$ cat config.mk
export PLATFORM = sky130hd
export DESIGN_NAME = gf180mcu_fd_sc_mcu9t5v0__pwrsw_seq
export DESIGN_NICKNAME = d
export VERILOG_FILES = /design/src/rtl/gf180mcu_fd_sc_mcu9t5v0__pwrsw_seq.sv
export SDC_FILE = /design/constraint.sdc
export NUM_CORES = 1
export LEC_CHECK = 0
export ABC_CLOCK_PERIOD_IN_PS = 5650
export BUFFER_PORTS_ARGS = -buffer_cell sky130_fd_sc_hd__buf_2
export CAP_MARGIN = 20
export CORE_ASPECT_RATIO = 1.2
export CORE_MARGIN = 8
export CORE_UTILIZATION = 50
export CTS_CLUSTER_DIAMETER = 120
export DETAILED_ROUTE_END_ITERATION = 10
export GPL_TIMING_DRIVEN = 0
export PLACE_DENSITY = 0.71
export SYNTH_ARGS = -nofsm -noshare
export SYNTH_HDL_FRONTEND = slang
export SYNTH_SLANG_ARGS = --single-unit
$ cat constraint.sdc
create_clock -name CLK -period 5.65 [get_ports CLK]
set_input_delay 0.565 -clock CLK [delete_from_list [all_inputs] [get_ports CLK]]
set_output_delay 0.565 -clock CLK [all_outputs]
set_load 0.005 [all_outputs]
$ cat src/rtl/gf180mcu_fd_sc_mcu9t5v0__pwrsw_seq.sv
`default_nettype none
// ============================================================================
// Module  : gf180mcu_fd_sc_mcu9t5v0__pwrsw_seq
// Brief   : Power-switch sequencer for one gated domain. It ramps NSEG header
//           segments up and down one at a time with acks and a settle delay.
//           Optional ack timeout is enabled by GF180MCU_FD_SC_MCU9T5V0_PWRSW_TIMEOUT_EN.
// Revision: 1.0 - initial release
// ============================================================================
module gf180mcu_fd_sc_mcu9t5v0__pwrsw_seq #(
    parameter int NSEG    = 4,
    parameter int DLY_W   = 4,
    parameter int TMO_CYC = 64
) (
    input  logic             CLK,
    input  logic             RST,
    input  logic             PWR_REQ,
    input  logic [DLY_W-1:0] DLY,
    input  logic [NSEG-1:0]  SW_ACK,
    output logic [NSEG-1:0]  SW_EN,
    output logic             ISO_EN,
    output logic             PWR_GOOD,
    output logic             BUSY,
    output logic             FAULT
);

    localparam int c_NW = $clog2(NSEG + 1);
    localparam int c_AW = 1 << c_NW;

    typedef enum logic [2:0] {
        S_OFF = 3'd0,
        S_UP  = 3'd1,
        S_ON  = 3'd2,
        S_ISO = 3'd3,
        S_DN  = 3'd4
    } state_t;

    state_t            state_q, state_d;
    logic [c_NW-1:0]   non_q, non_d;
    logic [DLY_W-1:0]  cnt_q, cnt_d;
    logic [NSEG-1:0]   sw_en_q, sw_en_d;
    logic              iso_q, iso_d;
    logic              pg_q, pg_d;
    logic              busy_q, busy_d;
    logic [c_AW-1:0]   ack_ext;
    logic              cnt_zero;
    logic              up_ack;
    logic              dn_ack;
    logic              blocked;

    // Padding the ack vector to a power of two keeps every index in range.
    assign ack_ext  = c_AW'(SW_ACK);
    assign up_ack   = ack_ext[non_q - c_NW'(1)];
    assign dn_ack   = ack_ext[non_q];
    assign cnt_zero = (cnt_q == '0);

`ifdef GF180MCU_FD_SC_MCU9T5V0_PWRSW_TIMEOUT_EN
    localparam int c_WW = $clog2(TMO_CYC + 1);

    logic [c_WW-1:0] wait_q, wait_d;
    logic            fault_q, fault_d;
    logic            stall;

    assign stall   = cnt_zero &&
                     ((state_q == S_UP && PWR_REQ && !up_ack) ||
                      (state_q == S_DN && !PWR_REQ && dn_ack));
    assign blocked = fault_q;
    assign FAULT   = fault_q;
`else
    assign blocked = 1'b0;
    assign FAULT   = 1'b0;
`endif

    always_comb begin
        state_d = state_q;
        non_d   = non_q;
        cnt_d   = cnt_zero ? cnt_q : cnt_q - DLY_W'(1);

        case (state_q)
            S_OFF: begin
                if (PWR_REQ && !blocked) begin
                    state_d = S_UP;
                    non_d   = c_NW'(1);
                    cnt_d   = DLY;
                end
            end
            S_UP: begin
                if (!PWR_REQ) begin
                    state_d = S_DN;
                    non_d   = non_q - c_NW'(1);
                    cnt_d   = DLY;
                end else if (cnt_zero && up_ack) begin
                    if (non_q == c_NW'(NSEG)) begin
                        state_d = S_ON;
                    end else begin
                        non_d = non_q + c_NW'(1);
                        cnt_d = DLY;
                    end
                end
            end
            S_ON: begin
                if (!PWR_REQ) begin
                    state_d = S_ISO;
                end
            end
            S_ISO: begin
                state_d = S_DN;
                non_d   = non_q - c_NW'(1);
                cnt_d   = DLY;
            end
            S_DN: begin
                if (PWR_REQ) begin
                    state_d = S_UP;
                    non_d   = non_q + c_NW'(1);
                    cnt_d   = DLY;
                end else if (cnt_zero && !dn_ack) begin
                    if (non_q == '0) begin
                        state_d = S_OFF;
                    end else begin
                        non_d = non_q - c_NW'(1);
                        cnt_d = DLY;
                    end
                end
            end
            default: begin
                state_d = S_OFF;
                non_d   = '0;
                cnt_d   = '0;
            end
        endcase

`ifdef GF180MCU_FD_SC_MCU9T5V0_PWRSW_TIMEOUT_EN
        fault_d = fault_q;
        wait_d  = stall ? wait_q + c_WW'(1) : '0;
        // A stuck ack forces the domain off and latches the fault.
        if (stall && wait_q == c_WW'(TMO_CYC - 1)) begin
            fault_d = 1'b1;
            state_d = S_OFF;
            non_d   = '0;
            cnt_d   = '0;
            wait_d  = '0;
        end
`endif

        sw_en_d = '0;
        for (int i = 0; i < NSEG; i++) begin
            sw_en_d[i] = (non_d > c_NW'(i));
        end
        iso_d  = (state_d != S_ON);
        pg_d   = (state_d == S_ON);
        busy_d = (state_d == S_UP) || (state_d == S_ISO) || (state_d == S_DN);
    end

    always_ff @(posedge CLK) begin
        if (RST) begin
            state_q <= S_OFF;
            non_q   <= '0;
            cnt_q   <= '0;
            sw_en_q <= '0;
            iso_q   <= 1'b1;
            pg_q    <= 1'b0;
            busy_q  <= 1'b0;
        end else begin
            state_q <= state_d;
            non_q   <= non_d;
            cnt_q   <= cnt_d;
            sw_en_q <= sw_en_d;
            iso_q   <= iso_d;
            pg_q    <= pg_d;
            busy_q  <= busy_d;
        end
    end

`ifdef GF180MCU_FD_SC_MCU9T5V0_PWRSW_TIMEOUT_EN
    always_ff @(posedge CLK) begin
        if (RST) begin
            wait_q  <= '0;
            fault_q <= 1'b0;
        end else begin
            wait_q  <= wait_d;
            fault_q <= fault_d;
        end
    end
`endif

    assign SW_EN    = sw_en_q;
    assign ISO_EN   = iso_q;
    assign PWR_GOOD = pg_q;
    assign BUSY     = busy_q;

endmodule
`default_nettype wire

==> impl_metrics.json, run 1 <==
{
  "grt_pass1_vias": 1289,
  "cts_buffers": 3,
  "hp-class": "primary input to flip-flop",
  "tightestPinTransition_ns": 0.565,
  "path_cells": "buf_4, inv_1, ha_1, xnor2_1, nand4_2, o221ai_1, o221ai_2, a2111o_1, nand2b_1",
  "core_area_mm2": 0.00255,
  "max_stage_delay_ns": 0.44,
  "drv_cap": 0,
  "overflow": 0,
  "fillers": 268,
  "layout-drive-gt1-share": 0.244,
  "drtIter0Drc": 79,
  "clockPowerShare": 0.178,
  "viasPerCell": 6.15,
  "hold_depth": 3,
  "cts.path.max_buffers": 2,
  "cp_num_cells": 9,
  "critPathLaunchType": "flip-flop",
  "placed_area_mm2": 0.00148,
  "multi_input_area_um2": 898,
  "final_nets": 196,
  "crit_fanout": 10,
  "clock-sinks": 17,
  "die_area_mm2": 0.00464,
  "yosysSeqAreaShare": 0.251,
  "dieWidth_um": 63.5,
  "cts_resized": 0,
  "dr.pass1.iters": 4,
  "rows": 20,
  "antenna_found_initial": 0,
  "h-tree-depth": 1,
  "period_minus_slack_ns": 2.65,
  "seqPwrFrac": 0.385,
  "hold_viol_final": 0,
  "diodes": 0,
  "place_congestion": 0.957,
  "syn_inst": 160,
  "ios": 19,
  "hpwl_um": 2680,
  "rr_worst_depth": 9,
  "async_flop_share": 0,
  "cp-end-kind": "flip-flop",
  "maxSlewViolCount": 0,
  "fin_util": 0.589,
  "ys.flop_type": "dfxtp_1",
  "vias": 1311,
  "intPower_mw": 0.238,
  "timing.final.crit_share": 0.469,
  "p_comb_frac": 0.437,
  "grt_pass1_wl_um": 5840,
  "design_area_mm2": 0.00150,
  "ir_drop_uv": 128,
  "synth_edf_count": 0,
  "regArea_um2": 340,
  "drt-wirelength-per-cell_um": 16.3,
  "crit_buf_inv": 2,
  "ctsHoldBuffers": 0,
  "critical_path_required_ns": 5.83,
  "yosys.area.top_type": "dfxtp_1",
  "insertion_delay_ns": 0.30,
  "critical_path_arrival_ns": 2.83,
  "drt_wl_total_um": 3460,
  "critPathKind": "flip-flop to flip-flop",
  "synth_nets": 175,
  "yosys-top-cells-area": "dfxtp_1, nor2_1, clkbuf_8",
  "cts_tree": "built",
  "grt_max_degree": 11,
  "finalSetupViolCount": 0,
  "synth.most_common_cell": "dfxtp_1",
  "synthTopCellsByCount": "dfxtp_1, nor2_1, nand2_1",
  "swShare": 0.376,
  "path_delay_family": "compound AO/OA/AOI/OAI gates",
  "rsz0062_at_grt": "false",
  "ant_nets": 0,
  "power.switching_mw": 0.143,
  "r2r_slack_ns": 3.00,
  "power.density_mw_per_mm2": 254,
  "syn_to_final_growth_pct": 11.0,
  "synth.distinct_cells": 60,
  "initial_core_util": 0.530,
  "syn_avg_cell_area_um2": 8.46,
  "die_h_um": 73,
  "syn_area_mm2": 0.00135,
  "status": "complete, no violations",
  "clk_pin_slew_ns": 0.11,
  "synth_seq_cells": 17,
  "power_leakage_nw": 0.644,
  "clk_root_buffer_cell": "clkbuf_4",
  "finalSetupTns_ns": 0,
  "slew_headroom": 0.622,
  "ys.warnings.count": 0,
  "cp_slowest_cell": "a2111o_1",
  "track_usage": 0.152,
  "max_clock_freq_mhz": 378,
  "fin_skew_ns": 0.0103,
  "portBuffers": 16,
  "synth.top_cell.area_share": 0.251,
  "drc_errors": 0,
  "postCtsSetupRepairBufs": 0
}
-- metrics by stage --
stage | setup WS, ns | instances | power (mW) | hold slack, ns
finish | 3.00 | 213 | 0.382 | 0.453
global route | 2.86 | 213 | 0.406 | 0.471
CTS | 3.01 | 213 | 0.383 | 0.454
global placement | 3.08 | 209 | 0.309 | 0.583
detailed placement | 3.05 | 209 | 0.314 | 0.589
floorplan | 3.26 | 160 | 0.275 | 0.556
-- path summary, 6_finish.rpt --
kind              startpoint        to
setup reg to reg    non_q[0]  SW_EN[0]
hold / removal        DLY[2]  cnt_q[2]
setup / recovery    non_q[0]  SW_EN[0]
hold reg to reg     cnt_q[1]  cnt_q[1]
-- metal layers --
layer / wire length, µm / vias to the layer above / global-route usage
li1: - / 626 / -
met1: 1350 / 614 / 0.167
met2: 1750 / 61 / 0.267
met3: 276 / 10 / 0.0384
met4: 80 / 0 / 0.0720
met5: 0 / - / 0
-- registers in the layout, summed over array words and instances, names as in the netlist --
| name | cells |
|---|---|
| BUSY | 1 |
| PWR_GOOD | 1 |
| non_q | 3 |
| ISO_EN | 1 |
| cnt_q | 4 |
| SW_EN | 4 |
| state_q | 3 |
-- power groups by stage --
stage | Clock [mW] | Combinational, mW | Sequential, mW
after floorplan | 0 | 0.127 | 0.148
after global placement | 0 | 0.159 | 0.150
after detailed placement | 0 | 0.165 | 0.150
after CTS | 0.0697 | 0.166 | 0.147
after global routing | 0.0736 | 0.183 | 0.150
final | 0.0678 | 0.167 | 0.147
-- kinds of logic (layout without fill, tap and decap cells) --
| group | after synthesis | in the layout | share of synthesized area |
|---|---|---|---|
| muxes | 8 | 8 | 0.0786 |
| other | 1 | 1 | 0.00277 |
| and+or+nand+nor | 65 | 65 | 0.272 |
| buffers and inverters | 18 | 38 | 0.0850 |
| DFF | 17 | 17 | 0.251 |
| AOI/OAI and AO/OA | 45 | 45 | 0.261 |
| adders and majority gates | 4 | 4 | 0.0370 |
| xor gates and xnor gates | 2 | 2 | 0.0129 |
-- area by class of cell --
cell class                      count  share of cell area
Multi-Input combinational cell    125               0.598
Sequential cell                    17               0.226
Buffer                              9              0.0541
Timing Repair Buffer               16              0.0533
Tap cell                           33              0.0275
Inverter                            9              0.0225
Clock buffer                        3              0.0150
Clock inverter                      1             0.00333
-- placed cells by master, fill, tap and decap left out, types with 3 or more instances in the layout --
cell type / synthesis / routed
dfxtp_1: 17 / 17
buf_2: 0 / 16
nor2_1: 15 / 15
nand2_1: 13 / 13
inv_1: 9 / 9
a21oi_1: 8 / 8
nand3_1: 5 / 5
o21ai_0: 5 / 5
mux2i_1: 5 / 5
clkbuf_8: 4 / 4
nand2b_1: 4 / 4
nor2b_1: 4 / 4
ha_1: 4 / 4
clkbuf_1: 3 / 3
nor3b_1: 3 / 3
nor3_1: 3 / 3
a22o_1: 3 / 3
clkbuf_4: 0 / 3
-- tightest hold or removal path, delay by kind of cell --
kind            cells  cell delay, ns
simple gates        1            0.04
buf+inv             1            0.07
compound gates      1            0.05
Power figures use the tool's default switching activity.
==> run 2: changes to the inputs <==
--- a/config.mk
+++ b/config.mk
@@ -5,7 +5,7 @@
 export SDC_FILE = /design/constraint.sdc
 export NUM_CORES = 1
 export LEC_CHECK = 0
-export ABC_CLOCK_PERIOD_IN_PS = 5650
+export ABC_CLOCK_PERIOD_IN_PS = 2300
 export BUFFER_PORTS_ARGS = -buffer_cell sky130_fd_sc_hd__buf_2
 export CAP_MARGIN = 20
 export CORE_ASPECT_RATIO = 1.2
@@ -14,7 +14,7 @@
 export CTS_CLUSTER_DIAMETER = 120
 export DETAILED_ROUTE_END_ITERATION = 10
 export GPL_TIMING_DRIVEN = 0
-export PLACE_DENSITY = 0.71
+export PLACE_DENSITY = 0.74
 export SYNTH_ARGS = -nofsm -noshare
 export SYNTH_HDL_FRONTEND = slang
 export SYNTH_SLANG_ARGS = --single-unit
==> constraint.sdc (replaced) <==
create_clock -name CLK -period 2.3 [get_ports CLK]
set_input_delay 0.23 -clock CLK [delete_from_list [all_inputs] [get_ports CLK]]
set_output_delay 0.23 -clock CLK [all_outputs]
set_load 0.005 [all_outputs]
==> run 2 against run 1 <==
Against the previous run:
- sequential share of layout area down 1.8 points
- final cell count up 3.8%
- routed wire length up 6.2%
- highest routed layer unchanged
==> impl_metrics.json, run 2 (synthesis gave the netlist of run 1 again) <==
{
  "status": "complete, no violations",
  "drt_wl_total_um": 3680,
  "grt_pass1_wl_um": 6210,
  "drt-wirelength-per-cell_um": 16.6,
  "cts_tree": "built",
  "dr.pass1.iters": 4,
  "cp-end-kind": "flip-flop",
  "slew_headroom": 0.609,
  "ir_drop_uv": 411,
  "clock-sinks": 17,
  "hold_viol_final": 0,
  "dieWidth_um": 63.5,
  "diodes": 0,
  "finalSetupViolCount": 0,
  "place_congestion": 0.959,
  "swShare": 0.372,
  "power.switching_mw": 0.389,
  "critPathLaunchType": "flip-flop",
  "tightestPinTransition_ns": 0.579,
  "fillers": 227,
  "grt_pass1_vias": 1312,
  "maxSlewViolCount": 0,
  "antenna_found_initial": 0,
  "overflow": 0,
  "clk_pin_slew_ns": 0.10,
  "hp-class": "primary input to flip-flop",
  "path_delay_family": "compound AO/OA/AOI/OAI gates",
  "whs_ns": 0.125,
  "critical_path_arrival_ns": 2.42,
  "critPathKind": "flip-flop to flip-flop",
  "track_usage": 0.161,
  "seqPwrFrac": 0.348,
  "ant_nets": 0,
  "drv_cap": 0,
  "die_area_mm2": 0.00464,
  "hpwl_um": 2640,
  "crit_buf_inv": 1,
  "fin_util": 0.649,
  "cts_buffers": 3,
  "power_leakage_nw": 0.683,
  "core_area_mm2": 0.00255,
  "layout-drive-gt1-share": 0.335,
  "crit_fanout": 5,
  "layout_common_cells": "buf_2, dfxtp_1, nor2_1, nand2_1, buf_4",
  "design_area_mm2": 0.00166,
  "h-tree-depth": 1,
  "placed_area_mm2": 0.00150,
  "syn_to_final_growth_pct": 22.3,
  "timing.final.crit_share": 0.969,
  "grt_max_degree": 11,
  "critical_path_required_ns": 2.49,
  "clk_root_buffer_cell": "clkbuf_4",
  "p_comb_frac": 0.492,
  "cts.path.max_buffers": 2,
  "viasPerCell": 6.19,
  "rows": 20,
  "clockPowerShare": 0.160,
  "final_common_cell": "buf_2",
  "power.density_mw_per_mm2": 632,
  "cp_slowest_cell": "or3b_4",
  "insertion_delay_ns": 0.29,
  "max_stage_delay_ns": 0.41,
  "max_clock_freq_mhz": 449,
  "drtIter0Drc": 91,
  "die_h_um": 73,
  "r2r_slack_ns": 0.07,
  "portBuffers": 16,
  "intPower_mw": 0.657,
  "initial_core_util": 0.530,
  "finalSetupTns_ns": 0,
  "vias": 1369,
  "final_nets": 204,
  "fin_skew_ns": 0.00150,
  "period_minus_slack_ns": 2.23,
  "p_total_mw": 1.05,
  "drc_errors": 0,
  "ios": 19,
  "path_cells": "inv_1, ha_4, or3b_4, o211a_1, o31ai_4, o211ai_2, a2111o_1, nand2b_4"
}
[run 2: path summary, 6_finish.rpt]
| check | from | end | depth (start not counted) |
|---|---|---|---|
| max | cnt_q[0] | SW_EN[0] | 8 |
| min | DLY[2] | cnt_q[2] | 3 |
| max reg2reg | cnt_q[0] | SW_EN[0] | 8 |
| min reg2reg | cnt_q[1] | cnt_q[1] | 3 |
[run 2: power by group through the flow]
stage	Combinational, mW	Sequential (mW)	Clock, mW
detailed placement	0.411	0.370	0
global route	0.558	0.370	0.178
CTS	0.494	0.361	0.171
global placement	0.403	0.368	0
finish	0.515	0.364	0.167
floorplan	0.322	0.365	0
[run 2: metal layers]
layer / GRT usage / part of all wire
met3: 0.0307 / 0.062
met1: 0.175 / 0.41
met5: 0 / 0
met4: 0.0571 / 0.028
met2: 0.300 / 0.50
[run 2: layout make-up]
class,count,area (µm²),share of cell area
Sequential cell,17,345,0.209
Tap cell,33,41.3,0.0249
Buffer,7,60.1,0.0363
Clock buffer,4,26.3,0.0159
Multi-Input combinational cell,125,976,0.590
Inverter,9,38.8,0.0234
Timing Repair Buffer,26,168,0.101
[run 2: what timing repair did]
item,4_1_cts,5_1_grt
endpoints found under the setup margin,7,3
hold buffers,0,0
resized for setup,11,4
buffers inserted,7,3
pin swaps,3,5
[run 2: worst min-delay path, stage by stage]
cell and delay, ns:
buf_2 0.08, nand2_1 0.04, o31ai_1 0.05
[run 2: stage by stage]
stage,std cells,worst slack (ns)
after global placement,209,-0.192
after detailed placement,209,-0.240
final,221,0.0721
after CTS,220,-0.0864
after floorplan,160,0.00770
after global routing,221,-0.00972
